<file path="config.mk">
export PLATFORM = sky130hd
export DESIGN_NAME = ps2_key_event_queue
export DESIGN_NICKNAME = d
export VERILOG_FILES = /design/src/rtl/ps2_key_event_queue_pkg.sv /design/src/rtl/ps2_key_event_queue_parser.sv /design/src/rtl/ps2_key_event_queue.sv
export SDC_FILE = /design/constraint.sdc
export NUM_CORES = 1
export LEC_CHECK = 0
export CAP_MARGIN = 10
export CORE_MARGIN = 10
export CORE_UTILIZATION = 55
export CTS_CLUSTER_SIZE = 25
export DETAILED_ROUTE_END_ITERATION = 10
export PLACE_DENSITY = 0.93
export SYNTH_ARGS = -nofsm -noshare
export SYNTH_HDL_FRONTEND = slang
export SYNTH_SLANG_ARGS = --single-unit
</file>
<file path="constraint.sdc">
create_clock -name CLKBoard -period 10.5 [get_ports CLKBoard]
set_input_delay 1.05 -clock CLKBoard [delete_from_list [all_inputs] [get_ports CLKBoard]]
set_output_delay 1.05 -clock CLKBoard [all_outputs]
set_load 0.02 [all_outputs]
</file>
<file path="src/rtl/ps2_key_event_queue_pkg.sv">
// Shared key indices, scan codes and parser types for the PS/2 key event queue.
// Decode helper maps (extended, byte) pairs onto the eight game keys.
package ps2_key_event_queue_pkg;

  localparam logic [2:0] KEY_S     = 3'd0;
  localparam logic [2:0] KEY_P     = 3'd1;
  localparam logic [2:0] KEY_R     = 3'd2;
  localparam logic [2:0] KEY_ESC   = 3'd3;
  localparam logic [2:0] KEY_UP    = 3'd4;
  localparam logic [2:0] KEY_DOWN  = 3'd5;
  localparam logic [2:0] KEY_LEFT  = 3'd6;
  localparam logic [2:0] KEY_RIGHT = 3'd7;

  localparam logic [7:0] SC_EXT   = 8'hE0;
  localparam logic [7:0] SC_BRK   = 8'hF0;
  localparam logic [7:0] SC_S     = 8'h1B;
  localparam logic [7:0] SC_P     = 8'h4D;
  localparam logic [7:0] SC_R     = 8'h2D;
  localparam logic [7:0] SC_ESC   = 8'h76;
  localparam logic [7:0] SC_UP    = 8'h75;
  localparam logic [7:0] SC_DOWN  = 8'h72;
  localparam logic [7:0] SC_LEFT  = 8'h6B;
  localparam logic [7:0] SC_RIGHT = 8'h74;

  typedef enum logic [1:0] {
    ST_IDLE,
    ST_EXT,
    ST_BRK,
    ST_EXT_BRK
  } ps2_state_e;

  typedef struct packed {
    logic       hit;
    logic [2:0] key;
  } key_hit_t;

  // Keypad arrows share codes with the extended arrows, so ext gates them.
  function automatic key_hit_t decode(
    input logic       ext,
    input logic [7:0] code
  );
    key_hit_t r;
    r.hit = 1'b0;
    r.key = KEY_S;
    if (ext) begin
      case (code)
        SC_UP:    begin r.hit = 1'b1; r.key = KEY_UP;    end
        SC_DOWN:  begin r.hit = 1'b1; r.key = KEY_DOWN;  end
        SC_LEFT:  begin r.hit = 1'b1; r.key = KEY_LEFT;  end
        SC_RIGHT: begin r.hit = 1'b1; r.key = KEY_RIGHT; end
        default:  r.hit = 1'b0;
      endcase
    end else begin
      case (code)
        SC_S:    begin r.hit = 1'b1; r.key = KEY_S;   end
        SC_P:    begin r.hit = 1'b1; r.key = KEY_P;   end
        SC_R:    begin r.hit = 1'b1; r.key = KEY_R;   end
        SC_ESC:  begin r.hit = 1'b1; r.key = KEY_ESC; end
        default: r.hit = 1'b0;
      endcase
    end
    return r;
  endfunction

endpackage

</file>
<file path="src/rtl/ps2_key_event_queue_parser.sv">
// Set-2 scan-code prefix FSM; emits a same-cycle make/break strobe
// and key index for the byte that completes a mapped sequence.
module ps2_scan_parser
  import ps2_key_event_queue_pkg::*;
(
  input  logic       clk,
  input  logic       rst_n,
  input  logic [7:0] data,
  input  logic       valid,
  output logic       make,
  output logic       brk,
  output logic [2:0] key
);

  ps2_state_e state_q, state_d;
  logic       act;
  logic       is_ext;
  logic       is_brk;
  key_hit_t   hit;

  always_ff @(posedge clk or negedge rst_n) begin
    if (!rst_n) state_q <= ST_IDLE;
    else        state_q <= state_d;
  end

  always_comb begin
    state_d = state_q;
    act     = 1'b0;
    is_ext  = 1'b0;
    is_brk  = 1'b0;
    if (valid) begin
      unique case (state_q)
        ST_IDLE: begin
          if (data == SC_EXT)      state_d = ST_EXT;
          else if (data == SC_BRK) state_d = ST_BRK;
          else                     act = 1'b1;
        end
        ST_EXT: begin
          if (data == SC_BRK) begin
            state_d = ST_EXT_BRK;
          end else begin
            act     = 1'b1;
            is_ext  = 1'b1;
            state_d = ST_IDLE;
          end
        end
        ST_BRK: begin
          act     = 1'b1;
          is_brk  = 1'b1;
          state_d = ST_IDLE;
        end
        ST_EXT_BRK: begin
          act     = 1'b1;
          is_ext  = 1'b1;
          is_brk  = 1'b1;
          state_d = ST_IDLE;
        end
        default: state_d = ST_IDLE;
      endcase
    end
    hit  = decode(is_ext, data);
    make = act & hit.hit & ~is_brk;
    brk  = act & hit.hit & is_brk;
    key  = hit.key;
  end

endmodule

</file>
<file path="src/rtl/ps2_key_event_queue.sv">
// Held-key bitmap plus show-ahead press-event FIFO with sticky overflow
// between the PS/2 byte receiver and the game controller.
module ps2_key_event_queue
  import ps2_key_event_queue_pkg::*;
#(
  parameter int DEPTH = 4
) (
  input  logic                     CLKBoard,
  input  logic                     RESETn,
  input  logic [7:0]               SCAN_DATA,
  input  logic                     SCAN_VALID,
  input  logic                     POP,
  input  logic                     CLR_OVF,
  output logic                     EVT_VALID,
  output logic [2:0]               EVT_CODE,
  output logic [$clog2(DEPTH):0]   EVT_COUNT,
  output logic [7:0]               KEY_HELD,
  output logic                     OVERFLOW
);

  localparam int AW = $clog2(DEPTH);
  localparam logic [AW:0] FULL_CNT = (AW+1)'(DEPTH);

  logic          make;
  logic          brk;
  logic [2:0]    key;
  logic [2:0]    mem [DEPTH];
  logic [AW-1:0] wr_ptr;
  logic [AW-1:0] rd_ptr;
  logic [AW:0]   count;
  logic [7:0]    held;
  logic          ovf;
  logic          push_req;
  logic          do_push;
  logic          do_pop;
  logic          full;
  logic          ovf_set;

  ps2_scan_parser u_parser (
    .clk   (CLKBoard),
    .rst_n (RESETn),
    .data  (SCAN_DATA),
    .valid (SCAN_VALID),
    .make  (make),
    .brk   (brk),
    .key   (key)
  );

  // A make of an already-held key is typematic repeat and never queues.
  assign push_req = make & ~held[key];
  assign full     = (count == FULL_CNT);
  assign do_pop   = POP & (count != '0);
  assign do_push  = push_req & (~full | do_pop);
  assign ovf_set  = push_req & full & ~do_pop;

  always_ff @(posedge CLKBoard or negedge RESETn) begin
    if (!RESETn) begin
      for (int i = 0; i < DEPTH; i++) mem[i] <= '0;
      wr_ptr <= '0;
      rd_ptr <= '0;
      count  <= '0;
      held   <= '0;
      ovf    <= 1'b0;
    end else begin
      if (do_push) begin
        mem[wr_ptr] <= key;
        wr_ptr      <= wr_ptr + 1'b1;
      end
      if (do_pop) rd_ptr <= rd_ptr + 1'b1;
      count <= count + (AW+1)'(do_push) - (AW+1)'(do_pop);
      if (make) held[key] <= 1'b1;
      if (brk)  held[key] <= 1'b0;
      if (ovf_set)      ovf <= 1'b1;
      else if (CLR_OVF) ovf <= 1'b0;
    end
  end

  assign EVT_VALID = (count != '0);
  assign EVT_CODE  = mem[rd_ptr];
  assign EVT_COUNT = count;
  assign KEY_HELD  = held;
  assign OVERFLOW  = ovf;

endmodule

</file>
Word level (Yosys, flattened, before mapping)
Index checks and enable logic that the tools add are counted.
{"block": "word_totals", "reg_bits": 30, "inputBits": 13, "out_inout_bits": 16, "wordCells": 92}
{"block": "op_classes", "addsub": 4, "n_lt_le_gt_ge": 5, "n_eq_ne": 15, "n_mux": 31, "bitwise": 18, "reduce_logical": 9}
{"op": "8-bit by 7-bit == test with 1-bit output, second input constant", "n": 6}
{"op": "8-bit == test, second input constant", "n": 2}
{"op": "8-bit 2-to-1 mux", "n": 2}
{"op": "12-bit bitwise mux", "n": 1}
{"op": "1-bit 2-to-1 mux", "n": 12}
{"op": "2-bit one-hot mux with 3 select lines", "n": 2}
{"op": "3-bit one-hot mux with 4 select lines", "n": 1}
{"op": "3-bit 2-to-1 mux", "n": 3}
{"op": "1-bit bitwise AND", "n": 8}
{"op": "8-bit bitwise AND", "n": 1}
{"op": "8-bit by 5-bit == test with 1-bit output, second input constant", "n": 1}
{"op": "8-bit by 6-bit == test with 1-bit output, second input constant", "n": 1}
{"op": "8-bit inverter", "n": 1}
{"op": "8-bit bitwise OR", "n": 1}
{"op": "4-bit OR reduction", "n": 2}
{"op": "3-bit binary-select mux with 2-bit select", "n": 1}
{"op": "3-bit demux with 2-bit select", "n": 1}
{"op": "3-bit greater-or-equal comparator, second input constant", "n": 2}
{"op": "2-bit 2-to-1 mux", "n": 3}
{"op": "2-bit inverter with 3-bit output", "n": 2}
{"op": "2-bit by 1-bit adder with 2-bit output, second input constant", "n": 2}
{"op": "2-bit == test, second input constant", "n": 2}
{"op": "3-bit by 4-bit less-than comparator with 1-bit output, second input constant", "n": 1}
{"op": "4-bit 2-to-1 mux", "n": 1}
{"op": "19 further kinds", "n": 23}

Logic depth before layout (Yosys ltp)
Gate-level depths: netlist of the first run.
{"block": "depth", "word_depth": 13, "ltp_mapped": 15}

By module
From an unflattened synthesis of the first run, not the netlist that was laid out.
{"block": "unflattened", "hier_cells": 165, "area_unflattened_um2": 1845.5}
{"module": "ps2_key_event_queue", "instances": 1, "cells_each": 120, "area_each_um2": 1491.4, "seq_area_each_um2": 700.7}
{"module": "ps2_scan_parser", "instances": 1, "cells_each": 45, "area_each_um2": 354.1, "seq_area_each_um2": 50.0}

Worst setup path before layout of the first run
No wires, ideal clock.
{"block": "synth_path", "kind": "in2reg", "startpoint": "input SCAN_DATA[0]", "endpoint": "register count[2] (netlist: EVT_COUNT[2])", "t_arrival_ps": 4377, "slack_ps": 6000, "path_stages": 14, "n_path_buf": 0, "cell_sequence": "or4b_4 > o41ai_4 > inv_2 > nand2_1 > o2111ai_1 > a211o_2 > nor4b_4 > inv_1 > ha_1 > inv_1 > ha_1 > fa_1 > xnor2_1 > xnor2_1"}
{"block": "synth_between", "elab_chain_len": 12, "word_cells_on_any_way": 32, "classes_between": "add/sub: 2; eq/ne: 10; mux: 13; bitwise: 5; reduce/logical: 2"}
{"element": "start: declaration", "line": "ps2_key_event_queue.sv:10", "text": "input logic [7:0] SCAN_DATA,"}
{"element": "8-bit == test", "line": "ps2_key_event_queue_parser.sv:35, ps2_key_event_queue_parser.sv:39"}
{"element": "1-bit 2-to-1 mux", "line": "ps2_key_event_queue_parser.sv:35, ps2_key_event_queue_parser.sv:39"}
{"element": "1-bit one-hot mux with 2 select lines", "line": "ps2_key_event_queue_parser.sv:32", "text": "unique case (state_q)"}
{"element": "1-bit 2-to-1 mux", "line": "ps2_key_event_queue_parser.sv:31", "text": "if (valid) begin"}
{"element": "4-bit 2-to-1 mux", "line": "ps2_key_event_queue_pkg.sv:45", "text": "if (ext) begin"}
{"element": "1-bit binary-select mux with 3-bit select", "line": "ps2_key_event_queue.sv:50", "text": "assign push_req = make & ~held[key];"}
{"element": "1-bit 2-to-1 mux (not written as such)", "line": "ps2_key_event_queue.sv:50"}
{"element": "1-bit inverter", "line": "ps2_key_event_queue.sv:50"}
{"element": "1-bit bitwise AND *", "line": "ps2_key_event_queue.sv:50"}
{"element": "1-bit bitwise AND *", "line": "ps2_key_event_queue.sv:53", "text": "assign do_push = push_req & (~full | do_pop);"}
{"element": "3-bit by 1-bit adder with 3-bit output *", "line": "ps2_key_event_queue.sv:70", "text": "count <= count + (AW+1)'(do_push) - (AW+1)'(do_pop);"}
{"element": "3-bit by 1-bit subtractor with 3-bit output *", "line": "ps2_key_event_queue.sv:70"}
{"element": "end signal: assignment", "line": "ps2_key_event_queue.sv:70"}
{"element": "end: declaration", "line": "ps2_key_event_queue.sv:30", "text": "logic [AW:0] count;"}
Mark *: on every way between the ends. The rest lies on a longest branch, timed or not. The select of a mux whose other input is x is not followed.
A chain may end at the register's enable or synchronous reset.

Worst setup path after layout of the first run
Ends and elaborated chain as after synthesis.

==> results.yml, run 1 <==
status:
  status: "complete, no violations"
hold_path:
  hp-class: "register to register"
  min_from: "mem[3]"
synthesis:
  seq_area_frac_synth_pct: 39.34
  synth_ff_type: "dfrtp_1"
  syn_area_per_cell_um2: 11.36
  synth_nets: 188
  syn_area_um2: 1908
  synth_edf_count: 0
  synth_cell_types: 52
  synth-seq-cells: 30
  ys_warn_count: 0
  syn-instance-count: 168
  async_flop_share_pct: 100.0
detailed_routing:
  wl_per_cell_um: 15.13
  vias: 1356
  viasPerCell: 5.490
  dr.pass1.iters: 4
  drtIter0Drc: 59
  ant_nets: 0
  drc: 0
  wl_um: 3736
setup_path:
  crit_fanout: 10
  crit_path_end_kind: "register"
  crit_arrival_ps: 5330
  cp-startpoint: "SCAN_DATA[0]"
  critPathLaunchType: "input port"
  critPathKind: "input port to register"
  crit_chain: "clkdlybuf4s50_1 > or4b_4 > o41ai_4 > inv_2 > nand2_1 > o2111ai_1 > a211o_2 > nor4b_4 > inv_1 > ha_1 > inv_1 > ha_1 > fa_1 > xnor2_1 > xnor2_1"
  max_stage_delay_ps: 580
  r2r-start: "u_parser.state_q[1]"
  slowest_stage: "or4b_4"
  required_ps: 10760
grt:
  grt_pass1_wl_um: 6541
  grt_pass1_vias: 1402
  grt_remaining_overflow: 0
  grt_max_degree: 31
  track_usage_pct: 12.93
  antenna_found_initial: 0
sta:
  max_freq_ghz: 0.1972
  fin_tns_setup_ps: 0
  report.final.hold_viol_count: 0
  rsz0062_at_grt: "false"
  worstMarginPinSlew_ps: 607.3
  finClkSkew_ps: 5.203
  relSlewSlack_pct: 59.09
  setup_viol: 0
  drv_slew: 0
  period_minus_slack_ps: 5071
  period_share_pct: 48.30
power_and_ir_drop:
  cellPowerDensity_nw_per_um2: 126.8
  p_leak_nw: 1.016
  power_mw: 0.2918
  peakVddDrop_v: 0.00009147
cts:
  cts_tree: "yes"
  clk_pin_slew_ps: 100
  root_buffer: "clkbuf_4"
  cts_sinks: 30
  cts_resized: 0
  post_cts_buffers: 0
  cts_made_buffers: 5
  cts_hold_buf: 0
  insertion_delay_ps: 330
  h-tree-depth: 2
  clockBufferDepth: 2
die:
  io_pins: 29
  die_h_um: 78.90
  core_um2: 3337
  fp.dieArea_um2: 6225
  placementRows: 21
  die_w_um: 78.90
  initial_utilization_pct: 57.18
cells_and_area:
  drive_gt1_share_pct: 14.93
  syn2layout_area_growth_pct: 20.59
  ff_latch_area_um2: 750.7
  diodes: 0
  final_nets: 220
  multi_input_comb_area_um2: 1077
  fillers: 252
  layout_commonest_cell: "dfrtp_1"
  final_area_um2: 2301
  final_cell_mix: "30 x dfrtp_1, 28 x clkdlybuf4s50_1, 16 x inv_1, 15 x nand2_1, 12 x mux2_1"
job:
  cap_violations: 0
place:
  io_buffers: 28
  dp_hpwl_um: 2949
  gp_congestion: 0.9036
  placed_area_um2: 2237
==> cell usage after synthesis (2+ instances only) <==
cell       n  area [µm²]
nor3_1     6       30.03
mux2_1    12       135.1
ha_1       6       75.07
and2_1     2       12.51
nor2_1     5       18.77
a21oi_1    2       10.01
clkbuf_1   3       11.26
mux2i_1   10       100.1
xnor2_1    4       35.03
nor4_4     4       85.08
nand2_1   15       56.30
nor3b_1    3       22.52
nand4b_1   2       17.52
mux4_2     3       67.56
o21ai_0    4       20.02
nand2b_1   4       25.02
nor4_1     2       12.51
inv_1     16       60.06
dfrtp_1   30       750.7
or3_1      2       12.51
nor2b_1    2       12.51
==> cells by family (layout without fill, tap and decap cells) <==
kind of cell | Yosys count | count (layout) | share of synthesized area, %
AND/OR/NAND/NOR | 57 | 57 | 21.18
flip-flops | 30 | 30 | 39.34
multiplexers | 27 | 27 | 17.84
AO/OA/AOI/OAI | 21 | 21 | 10.17
buffers and inverters | 21 | 54 | 4.196
adder cells (fa/ha/maj) | 7 | 7 | 4.984
XOR/XNOR | 5 | 5 | 2.295
==> flip-flops by register name, indices dropped and copies added (netlist names) <==
signal,count
rd_ptr,2
u_parser.state_q,2
wr_ptr,2
mem,12
KEY_HELD,8
OVERFLOW,1
EVT_COUNT,3
==> area by class of cell <==
cell class / instances / share of cell area, %
multi-input combinational: 117 / 46.82
timing repair buffer: 29 / 12.51
clock buffer: 6 / 2.229
sequential: 30 / 32.63
tap: 46 / 2.501
inverter: 17 / 2.773
clock inverter: 2 / 0.5438
==> routing by layer <==
layer	up-vias	GRT usage (%)	share of wire, %
li1	668	-	-
met1	645	15.90	46
met2	36	19.65	45
met3	7	5.631	6.9
met4	0	4.839	1.5
met5	-	0	0
==> through the flow <==
| stage | cells | hold slack (ps) | worst slack [ps] | utilization, % |
|---|---|---|---|---|
| after floorplan | 168 | 452.4 | 6000 | - |
| after global placement | 239 | 463.0 | 5186 | 67.04 |
| after detailed placement | 239 | 472.9 | 5074 | 67.04 |
| after CTS | 247 | 495.1 | 5439 | 68.95 |
| after global routing | 247 | 501.3 | 5210 | 68.95 |
| final | 247 | 489.1 | 5429 | 68.95 |
==> report_power, final <==
group          internal, mW  switching [mW]
Combinational        0.0404          0.0372
Clock                0.0321          0.0410
Sequential            0.127          0.0145
Total                 0.199          0.0927
==> worst max-delay path, delay by kind of cell <==
family,cells,cell delay [ps]
AOI/OAI and AO/OA,3,1140
xor gates and xnor gates,2,320
adders and majority gates,3,860
buffers and inverters,4,810
and+or+nand+nor,3,1150
==> worst paths after layout <==
kind,cells after the start,endpoint,slack [ps]
setup / recovery,15,EVT_COUNT[2],5430
hold / removal,1,mem[3],490
setup reg to reg,14,EVT_COUNT[2],6130
hold reg to reg,1,mem[3],490
max in group asynchronous,2,KEY_HELD[3],9130
min in group asynchronous,2,OVERFLOW,1090
Power figures use the tool's default switching activity.
==> run 2, diff against run 1 <==
--- a/config.mk
+++ b/config.mk
@@ -7,10 +7,10 @@
 export LEC_CHECK = 0
 export CAP_MARGIN = 10
 export CORE_MARGIN = 10
-export CORE_UTILIZATION = 55
+export CORE_UTILIZATION = 54
 export CTS_CLUSTER_SIZE = 25
 export DETAILED_ROUTE_END_ITERATION = 10
-export PLACE_DENSITY = 0.93
+export PLACE_DENSITY = 0.92
 export SYNTH_ARGS = -nofsm -noshare
 export SYNTH_HDL_FRONTEND = slang
 export SYNTH_SLANG_ARGS = --single-unit
==> constraint.sdc (replaced) <==
create_clock -name CLKBoard -period 4.8 [get_ports CLKBoard]
set_input_delay 0.48 -clock CLKBoard [delete_from_list [all_inputs] [get_ports CLKBoard]]
set_output_delay 0.48 -clock CLKBoard [all_outputs]
set_load 0.02 [all_outputs]
==> results.yml, run 2 (same netlist as run 1, synthesis figures left out) <==
status:
  status: "complete, no violations"
setup_path:
  critPathKind: "input port to register"
  crit_arrival_ps: 4510
  slowest_stage: "clkdlybuf4s50_1"
  required_ps: 5070
  crit_chain: "clkdlybuf4s50_1 > or4b_4 > o41ai_4 > buf_4 > o21bai_1 > o21ai_4 > mux2i_1 > a22o_2 > nor4b_4 > inv_1 > ha_1 > inv_1 > ha_1 > fa_1 > xnor2_1 > xnor2_1"
  crit_path_end_kind: "register"
  cp_top_family: "compound AO/OA/AOI/OAI gates"
  critPathLaunchType: "input port"
  max_stage_delay_ps: 570
  critical_path_buf_inv_count: 4
  crit_fanout: 10
die:
  die_h_um: 79.45
  placementRows: 21
  core_um2: 3363
  die_w_um: 79.45
  io_pins: 29
  initial_utilization_pct: 56.73
  fp.dieArea_um2: 6312
sta:
  drv_slew: 0
  worstMarginPinSlew_ps: 646.9
  period_minus_slack_ps: 4241
  period_share_pct: 88.35
  finClkSkew_ps: 19.80
  fin_tns_setup_ps: 0
  rsz0062_at_grt: "false"
  relSlewSlack_pct: 56.41
  setup_viol: 0
  max_freq_ghz: 0.2358
  report.final.hold_viol_count: 0
power_and_ir_drop:
  power_mw: 0.6897
  cellPowerDensity_nw_per_um2: 292.3
  p_leak_nw: 1.055
  peakVddDrop_v: 0.0002102
detailed_routing:
  drc: 0
  vias: 1435
  drtIter0Drc: 139
  dr.pass1.iters: 4
  wl_per_cell_um: 16.79
  wl_um: 4249
  viasPerCell: 5.672
  ant_nets: 0
cts:
  insertion_delay_ps: 340
  cts_tree: "yes"
  clockBufferDepth: 2
  root_buffer: "clkbuf_4"
  h-tree-depth: 2
  post_cts_buffers: 0
  cts_made_buffers: 5
  clk_pin_slew_ps: 110
  cts_sinks: 30
  cts_hold_buf: 0
  cts_resized: 0
cells_and_area:
  layout_commonest_cell: "dfrtp_1"
  top_register: "mem"
  final_nets: 226
  final_cell_mix: "30 x dfrtp_1, 28 x clkdlybuf4s50_1, 16 x inv_1, 15 x nand2_1, 12 x mux2_1"
  syn2layout_area_growth_pct: 23.67
  diodes: 0
  final_area_um2: 2360
  largest_reg_flops: 12
  drive_gt1_share_pct: 17.39
grt:
  grt_max_degree: 31
  grt_remaining_overflow: 0
  track_usage_pct: 14.29
  grt_pass1_wl_um: 7251
  antenna_found_initial: 0
  grt_pass1_vias: 1454
job:
  cap_violations: 0
hold_path:
  hp-class: "register to register"
place:
  dp_hpwl_um: 3215
  gp_congestion: 0.9449
  io_buffers: 28
  placed_area_um2: 2282
==> run 2: changes by cell type in the layout (fill, tap and decap cells not counted), sizes merged <==
cell | previous run | this run
buf | 1 | 7
bufinv | 0 | 1
clkbuf | 6 | 5
clkinv | 1 | 2
clkinvlp | 1 | 0
==> run 2: worst reg2reg max path: cells and delay by family, from the launching register on <==
| family | cells | cell delay, ps |
|---|---|---|
| flip-flops | 1 | 530 |
| adder cells (fa/ha/maj) | 3 | 850 |
| AND/OR/NAND/NOR | 2 | 960 |
| multiplexers | 1 | 150 |
| XOR/XNOR | 2 | 320 |
| buffers and inverters | 3 | 330 |
| AO/OA/AOI/OAI | 4 | 950 |
==> run 2: final cells by class <==
| cell class | instances | area (µm²) |
|---|---|---|
| Clock buffer | 5 | 37.54 |
| Clock inverter | 3 | 40.04 |
| Fill cell | 261 | 1003 |
| Inverter | 17 | 63.81 |
| Multi-Input combinational cell | 117 | 1077 |
| Sequential cell | 30 | 750.7 |
| Tap cell | 46 | 57.56 |
| Timing Repair Buffer | 35 | 332.8 |
==> run 2: per-layer routing <==
metal	global-route usage (%)	wire length (µm)	vias to the layer above
met2	22.01	2003	53
met1	17.20	1839	679
met3	4.955	264	17
met5	0	0	-
li1	-	-	686
met4	7.348	142	0
==> run 2: stage by stage <==
step                hold slack (ps)  util (%)  cells  setup WS [ps]
global placement              466.8     67.86    245          325.3
finish                        493.4     70.16    253          559.1
floorplan                     184.4         -    168          870.4
detailed placement            474.4     67.86    245          215.1
global route                  526.8     70.16    253          254.1
CTS                           498.2     70.16    253          589.5
==> run 2: worst paths after layout <==
kind,start,to,slack (ps),cells after the start
worst max-delay path,SCAN_DATA[7],EVT_COUNT[2],560,16
worst min-delay path,mem[8],mem[8],490,1
worst max register to register,u_parser.state_q[1],EVT_COUNT[2],640,15
worst min register to register,mem[8],mem[8],490,1
max in group asynchronous,RESETn,mem[10],4010,2
min in group asynchronous,RESETn,KEY_HELD[4],500,2
==> run 2: power by group <==
part / switching (mW) / internal (mW)
combinational: 0.0829 / 0.0890
clock: 0.0938 / 0.108
sequential: 0.0393 / 0.277
